$ cat src/rtl/mem_arbiter.sv
// Arbitrates one single-port memory between fetch (read-only) and data (read/write); grant is combinational in IDLE.
// Completion is one cycle after mem_ready (min 2 cycles req->valid); requests wait while busy; data has priority with streak-bounded fetch starvation and a watchdog abort.
module mem_arbiter #(
    parameter int ADDR_W      = 22,
    parameter int DATA_W      = 32,
    parameter int MAX_D_BURST = 4,
    parameter int TIMEOUT     = 255
) (
    input  logic              clk,
    input  logic              rst,
    input  logic              if_req,
    input  logic [ADDR_W-1:0] if_addr,
    output logic              if_gnt,
    output logic              if_valid,
    output logic [DATA_W-1:0] if_rdata,
    input  logic              d_req,
    input  logic              d_we,
    input  logic [ADDR_W-1:0] d_addr,
    input  logic [DATA_W-1:0] d_wdata,
    output logic              d_gnt,
    output logic              d_valid,
    output logic [DATA_W-1:0] d_rdata,
    output logic              err,
    output logic              mem_en,
    output logic              mem_we,
    output logic [ADDR_W-1:0] mem_addr,
    output logic [DATA_W-1:0] mem_wdata,
    input  logic [DATA_W-1:0] mem_rdata,
    input  logic              mem_ready
);

    typedef enum logic [1:0] {
        IDLE    = 2'd0,
        IF_BUSY = 2'd1,
        D_BUSY  = 2'd2
    } state_t;

    localparam logic [3:0] MAX_STREAK = 4'(MAX_D_BURST);
    localparam logic [7:0] WD_LAST    = 8'(TIMEOUT - 1);
    localparam bit         WD_EN      = (TIMEOUT != 0);

    state_t              state_q, state_d;
    logic [3:0]          streak_q, streak_d;
    logic [7:0]          wd_q, wd_d;
    logic [ADDR_W-1:0]   addr_q, addr_d;
    logic                we_q, we_d;
    logic [DATA_W-1:0]   wdata_q, wdata_d;
    logic [DATA_W-1:0]   if_rdata_q, if_rdata_d;
    logic [DATA_W-1:0]   d_rdata_q, d_rdata_d;
    logic                if_valid_q, if_valid_d;
    logic                d_valid_q, d_valid_d;
    logic                err_q, err_d;
    logic                wd_expired;

    // Abort fires in the TIMEOUT-th busy cycle; the counter starts at 0 in the first one.
    assign wd_expired = WD_EN && (wd_q == WD_LAST);

    always_comb begin
        state_d    = state_q;
        streak_d   = streak_q;
        wd_d       = wd_q;
        addr_d     = addr_q;
        we_d       = we_q;
        wdata_d    = wdata_q;
        if_rdata_d = if_rdata_q;
        d_rdata_d  = d_rdata_q;
        if_valid_d = 1'b0;
        d_valid_d  = 1'b0;
        err_d      = 1'b0;
        if_gnt     = 1'b0;
        d_gnt      = 1'b0;

        case (state_q)
            IDLE: begin
                if (d_req && !(if_req && (streak_q == MAX_STREAK))) begin
                    d_gnt   = 1'b1;
                    state_d = D_BUSY;
                    addr_d  = d_addr;
                    we_d    = d_we;
                    wdata_d = d_wdata;
                    wd_d    = 8'd0;
                    if (!if_req)
                        streak_d = 4'd0;
                    else if (streak_q != MAX_STREAK)
                        streak_d = streak_q + 4'd1;
                end else if (if_req) begin
                    if_gnt   = 1'b1;
                    state_d  = IF_BUSY;
                    addr_d   = if_addr;
                    we_d     = 1'b0;
                    wd_d     = 8'd0;
                    streak_d = 4'd0;
                end
            end
            IF_BUSY, D_BUSY: begin
                // A same-cycle mem_ready beats the watchdog.
                if (mem_ready || wd_expired) begin
                    state_d = IDLE;
                    err_d   = !mem_ready;
                    if (state_q == IF_BUSY) begin
                        if_valid_d = 1'b1;
                        if (mem_ready)
                            if_rdata_d = mem_rdata;
                    end else begin
                        d_valid_d = 1'b1;
                        if (mem_ready && !we_q)
                            d_rdata_d = mem_rdata;
                    end
                end else begin
                    wd_d = wd_q + 8'd1;
                end
            end
            default: state_d = IDLE;
        endcase
    end

    always_ff @(posedge clk or negedge rst) begin
        if (!rst) begin
            state_q    <= IDLE;
            streak_q   <= 4'd0;
            wd_q       <= 8'd0;
            addr_q     <= '0;
            we_q       <= 1'b0;
            wdata_q    <= '0;
            if_rdata_q <= '0;
            d_rdata_q  <= '0;
            if_valid_q <= 1'b0;
            d_valid_q  <= 1'b0;
            err_q      <= 1'b0;
        end else begin
            state_q    <= state_d;
            streak_q   <= streak_d;
            wd_q       <= wd_d;
            addr_q     <= addr_d;
            we_q       <= we_d;
            wdata_q    <= wdata_d;
            if_rdata_q <= if_rdata_d;
            d_rdata_q  <= d_rdata_d;
            if_valid_q <= if_valid_d;
            d_valid_q  <= d_valid_d;
            err_q      <= err_d;
        end
    end

    assign mem_en    = (state_q != IDLE);
    assign mem_we    = (state_q == D_BUSY) && we_q;
    assign mem_addr  = addr_q;
    assign mem_wdata = wdata_q;
    assign if_rdata  = if_rdata_q;
    assign d_rdata   = d_rdata_q;
    assign if_valid  = if_valid_q;
    assign d_valid   = d_valid_q;
    assign err       = err_q;

endmodule
$ cat config.mk
export PLATFORM = sky130hd
export DESIGN_NAME = mem_arbiter
export DESIGN_NICKNAME = d
export VERILOG_FILES = /design/src/rtl/mem_arbiter.sv
export SDC_FILE = /design/constraint.sdc
export NUM_CORES = 1
export LEC_CHECK = 0
export ABC_AREA = 1
export ABC_CLOCK_PERIOD_IN_PS = 3300
export BUFFER_PORTS_ARGS = -buffer_cell sky130_fd_sc_hd__buf_4
export CORE_MARGIN = 8
export CORE_UTILIZATION = 54
export CTS_BUF_LIST = sky130_fd_sc_hd__clkbuf_2 sky130_fd_sc_hd__clkbuf_4 sky130_fd_sc_hd__clkbuf_8
export DETAILED_ROUTE_END_ITERATION = 7
export PLACE_DENSITY_LB_ADDON = 0.12
export SLEW_MARGIN = 20
export SYNTH_ARGS = -nofsm -noshare
export SYNTH_HDL_FRONTEND = slang
export SYNTH_SLANG_ARGS = --single-unit
$ cat constraint.sdc
create_clock -name clk -period 3.3 [get_ports clk]
set_clock_uncertainty 0.15 [all_clocks]
set_input_delay 0.165 -clock clk [delete_from_list [all_inputs] [get_ports clk]]
set_output_delay 0.165 -clock clk [all_outputs]
set_load 0.02 [all_outputs]
After elaboration in Yosys (flattened, before gate mapping)
Index checks and enable logic that the tools add are counted.
- register bits after elaboration: 136
- input port bits: 114
- output and inout port bits: 125
- logic and storage cells: 72
- $add $sub $neg: 2
- eq/ne operators: 9
- muxes and demuxes: 29
- bitwise logic cells: 1
- reductions and logical operators: 20
- operators by type and width (cell ; count):
    2-to-1 mux 22 bit ; 2
    2-to-1 mux 8 bit ; 3
    2-to-1 mux 4 bit ; 4
    case mux 8 bit (2 select lines) ; 1
    2-to-1 mux 1 bit ; 15
    adder 8 x 1 -> 8 bit, second input constant ; 1
    == test 8 bit, second input constant ; 1
    AND reduction 4 bit ; 2
    2-to-1 mux 2 bit ; 3
    AND reduction 2 bit ; 3
    AND reduction 3 bit ; 2
    nonzero test 2 bit ; 3
    adder 4 x 1 -> 4 bit, second input constant ; 1
    == test 4 x 3 -> 1 bit, second input constant ; 1
    logical AND 1 bit ; 4
    != test 2 bit, second input constant ; 2
    != test 4 x 3 -> 1 bit, second input constant ; 1
    case mux 2 bit (2 select lines) ; 1
    zero test 1 bit ; 3
    != test 3 x 2 -> 1 bit, second input constant ; 1
    != test 3 bit, second input constant ; 1
    == test 2 x 1 -> 1 bit, second input constant ; 1
    == test 2 bit, second input constant ; 1
    zero test 2 bit ; 1
    other kinds (3) ; 3

Depth between registers and ports, before layout
Gate-level depths: netlist of run 1.
- depth in word-level cells: 6
- gate-level depth with buffers: 10
- depth with buffers taken out: 10

Least setup slack after synthesis of run 1
Ideal clock, no wire load.
- path type: register to register
- from: reg state_q[0]
- to: reg d_rdata_q[23], in the netlist d_rdata[23]
- setup time: 0.118 ns
- arrival time: 1.468 ns
- required time: 3.032 ns
- path slack: 1.564 ns
- stages on the path, launching flop included: 9
- path buffers: 1
- clock period less this slack: 1.736 ns
- path through: dfrtp_1 -> inv_1 -> ha_1 -> inv_2 -> nor3_2 -> nand3_4 -> buf_6 -> nand2_1 -> o21ai_2
- cells in the longest elaborated chain, start to end: 3
- elaborated cells between the ends (all ways): 5
- classes of those cells: eq/ne: 2; bitwise: 1; reduce/logical: 2
- ends and longest elaborated chain (item ; RTL line ; text):
    from (decl) ; 42 ; state_t state_q, state_d;
    from (signal assigned) ; 131 ; state_q <= state_d;
    == test 2 x 1 -> 1 bit or == test 2 bit (tied branches) ; 73, 100 ;
    OR reduction 2 bit or NOT 1 bit (tied branches) ; - ;
    AND reduction 4 bit (no line) * ; - ;
    to (signal assigned) ; 138 ; d_rdata_q <= d_rdata_d;
    to (decl) ; 49 ; logic [DATA_W-1:0] d_rdata_q, d_rdata_d;
Mark *: on every way between the ends. The rest lies on a longest branch, timed or not.
A chain may end at the register's enable or synchronous reset.

Worst setup path in the final report of run 1
- from: reg streak_q[0]
- to: reg addr_q[2], in the netlist mem_addr[2]
- cells in the longest elaborated chain, start to end: 6
- elaborated cells between the ends (all ways): 7
- classes of those cells: eq/ne: 1; mux: 1; reduce/logical: 5
- ends and longest elaborated chain (item ; RTL line ; text):
    from (decl) ; 43 ; logic [3:0] streak_q, streak_d;
    from (signal assigned) ; 132 ; streak_q <= streak_d;
    == test 4 x 3 -> 1 bit * ; 75 ; if (d_req && !(if_req && (streak_q == MAX_STREAK))) begin
    logical AND 1 bit * ; 75 ;
    zero test 1 bit * ; 75 ;
    logical AND 1 bit * ; 75 ;
    nonzero test 2 bit (no line) ; - ;
    AND reduction 2 bit (no line) ; - ;
    to (signal assigned) ; 134 ; addr_q <= addr_d;
    to (decl) ; 45 ; logic [ADDR_W-1:0] addr_q, addr_d;
Marked as above.

==> impl_metrics.toml, run 1 <==
[critical_path]
max_stage_delay_ps = 700
ff2ff_path_depth = 8
worstPathRequired_ps = 3530
crit_fanout = 27
slowest_stage = "inv_1"
cp-start-kind = "flop"
crit_top_cell = "inv_1"
crit_path_cell_trace = "inv_1 -> ha_1 -> nand4_1 -> nand2_2 -> inv_1 -> nand2_1 -> a21oi_1 -> dlygate4sd3_1"
crit_path_end_kind = "flop"
critPathKind = "reg2reg"
crit_arrival_ps = 3280

[logic_synthesis]
ys_ff_latch = 136
syn_nets = 756
synth_area_per_cell_um2 = 9.11
yosysWarnings = 0
synth.distinct_cells = 26
syn_inst = 635
yosys-top-cells-area = "dfrtp_1, nand2_1, o21ai_2"
ys_seq_area_share_pct = 58.9
yosys.area.top_type_share_pct = 58.9
yosys-top-cells-count = "nand2_1, dfrtp_1, inv_1"
synth_edf_count = 0
synth.cell_area_um2 = 5780
yosysMostFrequentCell = "nand2_1"
yosysTopAreaCell = "dfrtp_1"
async_flop_share_pct = 100
synth_ff_type = "dfrtp_1"

[detailed_routing]
routedWlPerCell_um = 18.8
antenna_left = 0
drc = 0
num_vias = 6029
drt_pass1_iterations = 8
drt-vias-per-instance = 5.32
drt-initial-drc-count = 579
wl_um = 21300

[cts]
cts_max_path_buffers = 2
h-tree-depth = 4
clk_latency_ps = 440
cts.sinks = 136
numCtsBuffers = 17
tritoncts = "done"
clk_pin_slew_ps = 80
clockRootBuffer = "clkbuf_8"

[timing]
setup-tns-final_ps = 0
setup_viol = 0
fin_crit_sh_pct = 92.5
post-route-min-period_ps = 3050
worst_slew_margin_rel_pct = 46.1
hold_viol_final = 0
grt_setup_unrepaired = "false"
worst_slew_pin_slew_ps = 809
maxSlewViolCount = 0
fmax_ghz = 0.328

[power]
p_leak_nw = 4.80
power_frac_seq_pct = 34.2
power.density_nw_per_um2 = 920
netSwitchingFraction_pct = 42.8
power_mw = 8.45
power.switching_mw = 3.62
intPower_mw = 4.83
p_clk_share_pct = 16.4
combinationalPowerShare_pct = 49.4
vdd_drop_max_mv = 0.606

[layout]
area_growth_pct = 58.8
fin_area_um2 = 9180
drive_gt1_share_pct = 32.5
final_util_pct = 88.5
layout.nets = 1106

[die]
num_io_pins = 239
die_y_um = 119
num_rows = 37
coreArea_um2 = 10400
die_w_um = 119
initial_core_util_pct = 55.8
dieArea_um2 = 14300

[global_route]
overflow = 0
grt_pass1_wl_um = 34000
grt.total_usage_pct = 29.9
antenna_found_initial = 0
grt_max_degree = 65
grt_pass1_vias = 6619

[min_path]
min_path_cells = 6
min_path_type = "in2reg"

[placed_design]
placed_area_um2 = 7650
port_buffers = 238
dpl.hpwl_um = 11900
gp_congestion = 0.826

[run]
max-cap-violations = 0

[status]
outcome = "complete, no violations"
critical path: cells and delay by family, from the launching register on:
| family | cells | cell delay [ps] |
|---|---|---|
| compound gates | 1 | 200 |
| fa+ha+maj | 1 | 210 |
| buf+inv | 3 | 1370 |
| flops | 1 | 370 |
| simple gates | 3 | 680 |
path summary, 6_finish.rpt:
check | slack [ps] | end | start
max in group asynchronous | 1980 | if_rdata[8]$_DFFE_PN0P_ | rst
worst max register to register | 250 | mem_addr[2]$_DFFE_PN0P_ | streak_q[0]$_DFFE_PN0P_
min in group asynchronous | 220 | if_rdata[2]$_DFFE_PN0P_ | rst
worst min register to register | 340 | d_rdata[18]$_DFFE_PN0P_ | d_rdata[18]$_DFFE_PN0P_
worst max-delay path | 250 | mem_addr[2]$_DFFE_PN0P_ | streak_q[0]$_DFFE_PN0P_
worst min-delay path | 140 | state_q[1]$_DFFE_PN0P_ | d_req
routing by layer:
layer / part of all wire [%] / GRT usage, %
met1: 36 / 32.1
met2: 50 / 49.9
met3: 9.6 / 11.5
met4: 4.8 / 16.3
met5: 0 / 0
power groups by stage:
stage | sequential, mW | combinational, mW | clock [mW]
floorplan | 3.62 | 1.23 | 0
global placement | 2.80 | 3.58 | 0
detailed placement | 2.83 | 3.67 | 0
CTS | 2.82 | 3.99 | 1.39
global route | 2.95 | 4.45 | 1.49
finish | 2.89 | 4.17 | 1.39
area by class of cell:
cell class | count | area (um^2)
flip-flops and latches | 136 | 3400
repair buffers | 357 | 2990
multi-input cells | 417 | 2010
fillers | 440 | 1190
clock buffers | 17 | 234
inverters | 55 | 210
well taps | 136 | 170
clock inverters | 14 | 159
repair inverters | 1 | 7.51
diodes | 1 | 2.50
placed cells by master (no fill, tap or decap), drive strengths merged, types with 3 or more instances in the layout:
cell type,instances
nand3,9
nor2,41
a21oi,46
xor2,3
buf,245
ha,7
bufinv,3
nand2,233
inv,54
dfrtp,136
dlygate4sd3,112
clkbuf,17
o21ai,71
clkinvlp,6
clkinv,7
kinds of logic after synthesis:
| logic type | after synthesis | synth area share, % |
|---|---|---|
| compound gates | 119 | 12.5 |
| xor+xnor | 4 | 0.606 |
| fa+ha+maj | 7 | 1.51 |
| buf+inv | 82 | 6.49 |
| flops | 136 | 58.9 |
| simple gates | 287 | 20.0 |
state kept, by name, indices dropped and copies added (netlist names):
signal,flops
mem_wdata,32
streak_q,4
we_q,1
if_rdata,32
if_valid,1
wd_q,8
state_q,2
mem_addr,22
err,1
d_rdata,32
d_valid,1
through the flow:
stage	hold slack, ps	worst slack [ps]	std cells
finish	137	247	1134
global route	154	96.2	1133
CTS	44.5	364	1132
detailed placement	152	925	989
global placement	144	1050	989
floorplan	-281	1560	635
repair_timing:
item                                    in CTS  in global routing
hold buffers                               112                  0
resized for setup                            0                  3
buffers inserted                             0                  0
endpoints found under the setup margin       0                  6
endpoints found under the hold margin      182                  0
(Power assumes the default switching activity.)
==> run 2, diff against run 1 <==
--- a/config.mk
+++ b/config.mk
@@ -12,7 +12,7 @@
 export CORE_UTILIZATION = 54
 export CTS_BUF_LIST = sky130_fd_sc_hd__clkbuf_2 sky130_fd_sc_hd__clkbuf_4 sky130_fd_sc_hd__clkbuf_8
 export DETAILED_ROUTE_END_ITERATION = 7
-export PLACE_DENSITY_LB_ADDON = 0.12
+export PLACE_DENSITY = 0.88
 export SLEW_MARGIN = 20
 export SYNTH_ARGS = -nofsm -noshare
 export SYNTH_HDL_FRONTEND = slang
==> impl_metrics.toml, run 2 (synthesized netlist as in run 1, its figures left out) <==
[power]
netSwitchingFraction_pct = 43.1
combinationalPowerShare_pct = 48.7
vdd_drop_max_mv = 0.620
p_leak_nw = 4.82
intPower_mw = 4.99
p_clk_share_pct = 18.1
power.switching_mw = 3.77
power.density_nw_per_um2 = 948
power_frac_seq_pct = 33.2
power_mw = 8.76

[detailed_routing]
wl_um = 23700
wl_met1_um = 7880
drt-initial-drc-count = 741
drc = 0
highest_layer = "met4"
met2_length_um = 11800
antenna_left = 0
routedWlPerCell_um = 20.9
drt_pass1_iterations = 5
met3_length_um = 2490
drt-vias-per-instance = 5.55
num_vias = 6310

[cts]
h-tree-depth = 4
clk_latency_ps = 450
clk_pin_slew_ps = 80
tritoncts = "done"
clockRootBuffer = "clkbuf_8"
cts_max_path_buffers = 2
numCtsBuffers = 17
cts.sinks = 136

[global_route]
grt.total_usage_pct = 32.8
overflow = 0
grt_pass1_vias = 6856
grt_max_degree = 65
grt_pass1_wl_um = 36700
antenna_found_initial = 2

[status]
outcome = "complete, no violations"

[placed_design]
gp_congestion = 0.857
port_buffers = 238
placed_area_um2 = 7630
dpl.hpwl_um = 12300

[min_path]
min_path_type = "in2reg"
min_path_cells = 6

[layout]
final_util_pct = 89.1
drive_gt1_share_pct = 32.7
regArea_um2 = 3400
nFillCells = 442
layout.nets = 1106
multiInputGateArea_um2 = 2010
fin_area_um2 = 9240
area_growth_pct = 59.7
final_cell_mix = "buf_4, nand2_1, dfrtp_1, dlygate4sd3_1, inv_1"
final_common_cell = "buf_4"

[critical_path]
crit_path_end_kind = "flop"
crit_arrival_ps = 3420
cp.buffers_inverters = 3
crit_path_cell_trace = "inv_1 -> ha_1 -> nand4_1 -> nand2_2 -> clkinvlp_4 -> nand2_1 -> a21oi_1 -> dlygate4sd3_1"
max_stage_delay_ps = 630
crit_cells = 8
ff2ff_path_depth = 8
cp-start-kind = "flop"
path_delay_family = "buffers and inverters"
critPathKind = "reg2reg"
crit_fanout = 27
slowest_stage = "dlygate4sd3_1"
worstPathRequired_ps = 3470

[timing]
hold_viol_final = 0
setup_viol = 0
setup-tns-final_ps = 0
worst_slew_pin_slew_ps = 826
worst_slew_margin_rel_pct = 45.0
fmax_ghz = 0.308
post-route-min-period_ps = 3250
fin_crit_sh_pct = 98.4
maxSlewViolCount = 0

[die]
coreArea_um2 = 10400
die_y_um = 119
die_w_um = 119
initial_core_util_pct = 55.8
dieArea_um2 = 14300
num_rows = 37
num_io_pins = 239

[run]
max-cap-violations = 0
## run 2: path summary, 6_finish.rpt
| kind | start | end | slack [ps] |
|---|---|---|---|
| worst max register to register | streak_q[0]$_DFFE_PN0P_ | mem_addr[10]$_DFFE_PN0P_ | 50 |
| worst min-delay path | d_req | state_q[0]$_DFFE_PN0P_ | 150 |
| min in group asynchronous | rst | mem_addr[16]$_DFFE_PN0P_ | 220 |
| worst max-delay path | streak_q[0]$_DFFE_PN0P_ | mem_addr[10]$_DFFE_PN0P_ | 50 |
| max in group asynchronous | rst | we_q$_DFFE_PN0P_ | 1960 |
| worst min register to register | mem_wdata[25]$_DFFE_PN0P_ | mem_wdata[25]$_DFFE_PN0P_ | 330 |
## run 2: repair_timing
| item | in CTS | in global routing |
|---|---|---|
| resized for setup | 0 | 4 |
| setup endpoints to repair | 0 | 17 |
| hold buffers | 112 | 0 |
| setup buffers | 0 | 0 |
| endpoints found under the hold margin | 184 | 0 |
## run 2: power groups by stage
stage | registers, mW | clock network [mW] | logic [mW]
2_1_floorplan | 3.62 | 0 | 1.23
3_3_place_gp | 2.81 | 0 | 3.56
3_5_place_dp | 2.84 | 0 | 3.68
4_1_cts | 2.82 | 1.56 | 4.00
5_1_grt | 2.97 | 1.65 | 4.53
6_report | 2.91 | 1.58 | 4.27
## run 2: worst reg2reg max path: cells and delay by family (launching register included)
family                   cells  cell delay (ps)
buffers and inverters        3             1380
AND/OR/NAND/NOR              3              900
flip-flops                   1              410
adder cells (fa/ha/maj)      1              180
AO/OA/AOI/OAI                1              110
## run 2: metal layers
metal / up-vias / track usage, %
met2: 500 / 56.8
li1: 2692 / -
met3: 133 / 10.5
met4: 0 / 18.7
met1: 2985 / 34.7
met5: - / 0
## run 2: layout make-up
type                       count  area share [%]
sequential                   136            36.9
timing repair buffer         357            32.2
multi-input combinational    417            21.8
clock buffer                  21            3.06
inverter                      55            2.32
tap                          136            1.84
clock inverter                11            1.83
timing repair inverter         1          0.0813
antenna                        2          0.0542
## run 2: through the flow
stage / std cells / setup slack, ps / hold slack [ps]
after global placement: 989 / 1030 / 146
after floorplan: 635 / 1560 / -281
after CTS: 1133 / 248 / 47.4
after detailed placement: 989 / 818 / 165
final: 1136 / 53.7 / 150
after global routing: 1136 / -86.7 / 209
==> run 3, diff against run 2 <==
--- a/config.mk
+++ b/config.mk
@@ -9,10 +9,9 @@
 export ABC_CLOCK_PERIOD_IN_PS = 3300
 export BUFFER_PORTS_ARGS = -buffer_cell sky130_fd_sc_hd__buf_4
 export CORE_MARGIN = 8
-export CORE_UTILIZATION = 54
-export CTS_BUF_LIST = sky130_fd_sc_hd__clkbuf_2 sky130_fd_sc_hd__clkbuf_4 sky130_fd_sc_hd__clkbuf_8
+export CORE_UTILIZATION = 52
 export DETAILED_ROUTE_END_ITERATION = 7
-export PLACE_DENSITY = 0.88
+export PLACE_DENSITY = 0.86
 export SLEW_MARGIN = 20
 export SYNTH_ARGS = -nofsm -noshare
 export SYNTH_HDL_FRONTEND = slang
==> impl_metrics.toml, run 3 (synthesized netlist as in run 1, its figures left out) <==
[layout]
final_cell_mix = "buf_4, nand2_1, dfrtp_1, dlygate4sd3_1, inv_1"
drive_gt1_share_pct = 32.3
multiInputGateArea_um2 = 2010
area_growth_pct = 62.6
regArea_um2 = 3400
final_common_cell = "buf_4"
nFillCells = 534
layout.nets = 1104

[timing]
setup-tns-final_ps = 0
maxSlewViolCount = 0
grt_setup_unrepaired = "false"
worst_slew_pin_slew_ps = 1050
worst_slew_margin_rel_pct = 30.0
post-route-min-period_ps = 3170
setup_slack_ps = 131
fin_crit_sh_pct = 96.0
setup_viol = 0
hold_viol_final = 0
fmax_ghz = 0.316

[min_path]
min_path_type = "in2async"

[global_route]
grt_max_degree = 120
grt_pass1_wl_um = 35400
antenna_found_initial = 2
overflow = 0
grt.total_usage_pct = 31.0
grt_pass1_vias = 6594

[placed_design]
port_buffers = 238
gp_congestion = 0.846
dpl.hpwl_um = 12300
dp_slack_ps = 782

[power]
intPower_mw = 5.40
power.switching_mw = 3.73
combinationalPowerShare_pct = 45.7
power_mw = 9.13
power.density_nw_per_um2 = 971
netSwitchingFraction_pct = 40.9
p_clk_share_pct = 22.6
p_leak_nw = 4.89
vdd_drop_max_mv = 0.601
power_frac_seq_pct = 31.8

[die]
coreArea_um2 = 10800
dieArea_um2 = 14700
initial_core_util_pct = 53.3
die_w_um = 121
die_y_um = 121
num_rows = 38
num_io_pins = 239

[detailed_routing]
drc = 0
drt_pass1_iterations = 5
wl_um = 22700
routedWlPerCell_um = 19.9
num_vias = 6096
drt-initial-drc-count = 611
antenna_left = 0
drt-vias-per-instance = 5.35

[cts]
tritoncts = "done"
cts.sinks = 136
cts_setup_buffers = 0
numCtsBuffers = 17
clockRootBuffer = "clkbuf_8"
h-tree-depth = 4
cts_max_path_buffers = 2
clk_latency_ps = 520
clk_pin_slew_ps = 70

[critical_path]
worst_r2r_endpoint = "mem_addr[10]$_DFFE_PN0P_"
crit_fanout = 25
crit_path_end_kind = "flop"
worstPathRequired_ps = 3550
cp-start-kind = "flop"
crit_arrival_ps = 3410
reg2reg_from = "state_q[0]$_DFFE_PN0P_"
r2r_slack_ps = 130
critPathKind = "reg2reg"
ff2ff_path_depth = 9

[status]
outcome = "complete, no violations"

[run]
max-cap-violations = 0
-- run 3: final cells by class --
| cell class | instances | share of cell area, % |
|---|---|---|
| Multi-Input combinational cell | 417 | 21.3 |
| Antenna cell | 3 | 0.0798 |
| Tap cell | 140 | 1.86 |
| Clock buffer | 18 | 4.44 |
| Sequential cell | 136 | 36.2 |
| Clock inverter | 14 | 2.37 |
| Inverter | 55 | 2.24 |
| Timing Repair inverter | 1 | 0.0798 |
| Timing Repair Buffer | 355 | 31.4 |
-- run 3: worst max path at each step --
stage / startpoint / endpoint / slack [ps] / depth (start not counted)
after floorplan: state_q[0]$_DFFE_PN0P_ / d_rdata[23]$_DFFE_PN0P_ / 1560 / 8
after global placement: state_q[0]$_DFFE_PN0P_ / d_rdata[16]$_DFFE_PN0P_ / 960 / 7
after detailed placement: state_q[0]$_DFFE_PN0P_ / d_rdata[12]$_DFFE_PN0P_ / 780 / 7
after CTS: state_q[0]$_DFFE_PN0P_ / mem_addr[5]$_DFFE_PN0P_ / 300 / 9
after global routing: state_q[0]$_DFFE_PN0P_ / mem_addr[10]$_DFFE_PN0P_ / 2 / 9
final: state_q[0]$_DFFE_PN0P_ / mem_addr[10]$_DFFE_PN0P_ / 130 / 9
-- run 3: per-stage QoR --
step	hold slack [ps]	std cells	util, %	instance area [um^2]
after global routing	226	1138	86.7	9400
after floorplan	-281	635	-	5780
after global placement	207	990	70.2	7610
after detailed placement	218	990	70.2	7610
final	181	1139	86.7	9400
after CTS	218	1135	86.6	9380
-- run 3: power by group through the flow --
stage	Combinational, mW	Clock (mW)	Sequential (mW)
after floorplan	1.23	0	3.62
after CTS	4.00	2.07	2.83
after detailed placement	3.66	0	2.84
final	4.17	2.06	2.90
after global placement	3.54	0	2.82
after global routing	4.45	2.15	2.95
-- run 3: timing repair --
item,4_1_cts,5_1_grt
setup endpoints to repair,0,16
hold buffers,113,0
gates resized for setup,0,2
hold endpoints to repair,243,0
-- run 3: per-layer routing --
layer	vias to the layer above	routed length (um)	global-route usage, %	part of all wire [%]
met5	-	0	0	0
met2	378	11900	52.8	53
li1	2691	-	-	-
met4	0	1240	20.7	5.5
met3	102	1900	9.45	8.4
met1	2925	7640	32.5	34
-- run 3: worst max-delay path: stages, from the launching register on --
cell           delay (ps)
dfrtp_1               400
inv_1                  90
ha_1                  290
inv_2                 100
a21oi_2               300
buf_4                 400
clkinvlp_4            350
a21oi_1               240
a21oi_1               110
dlygate4sd3_1         610
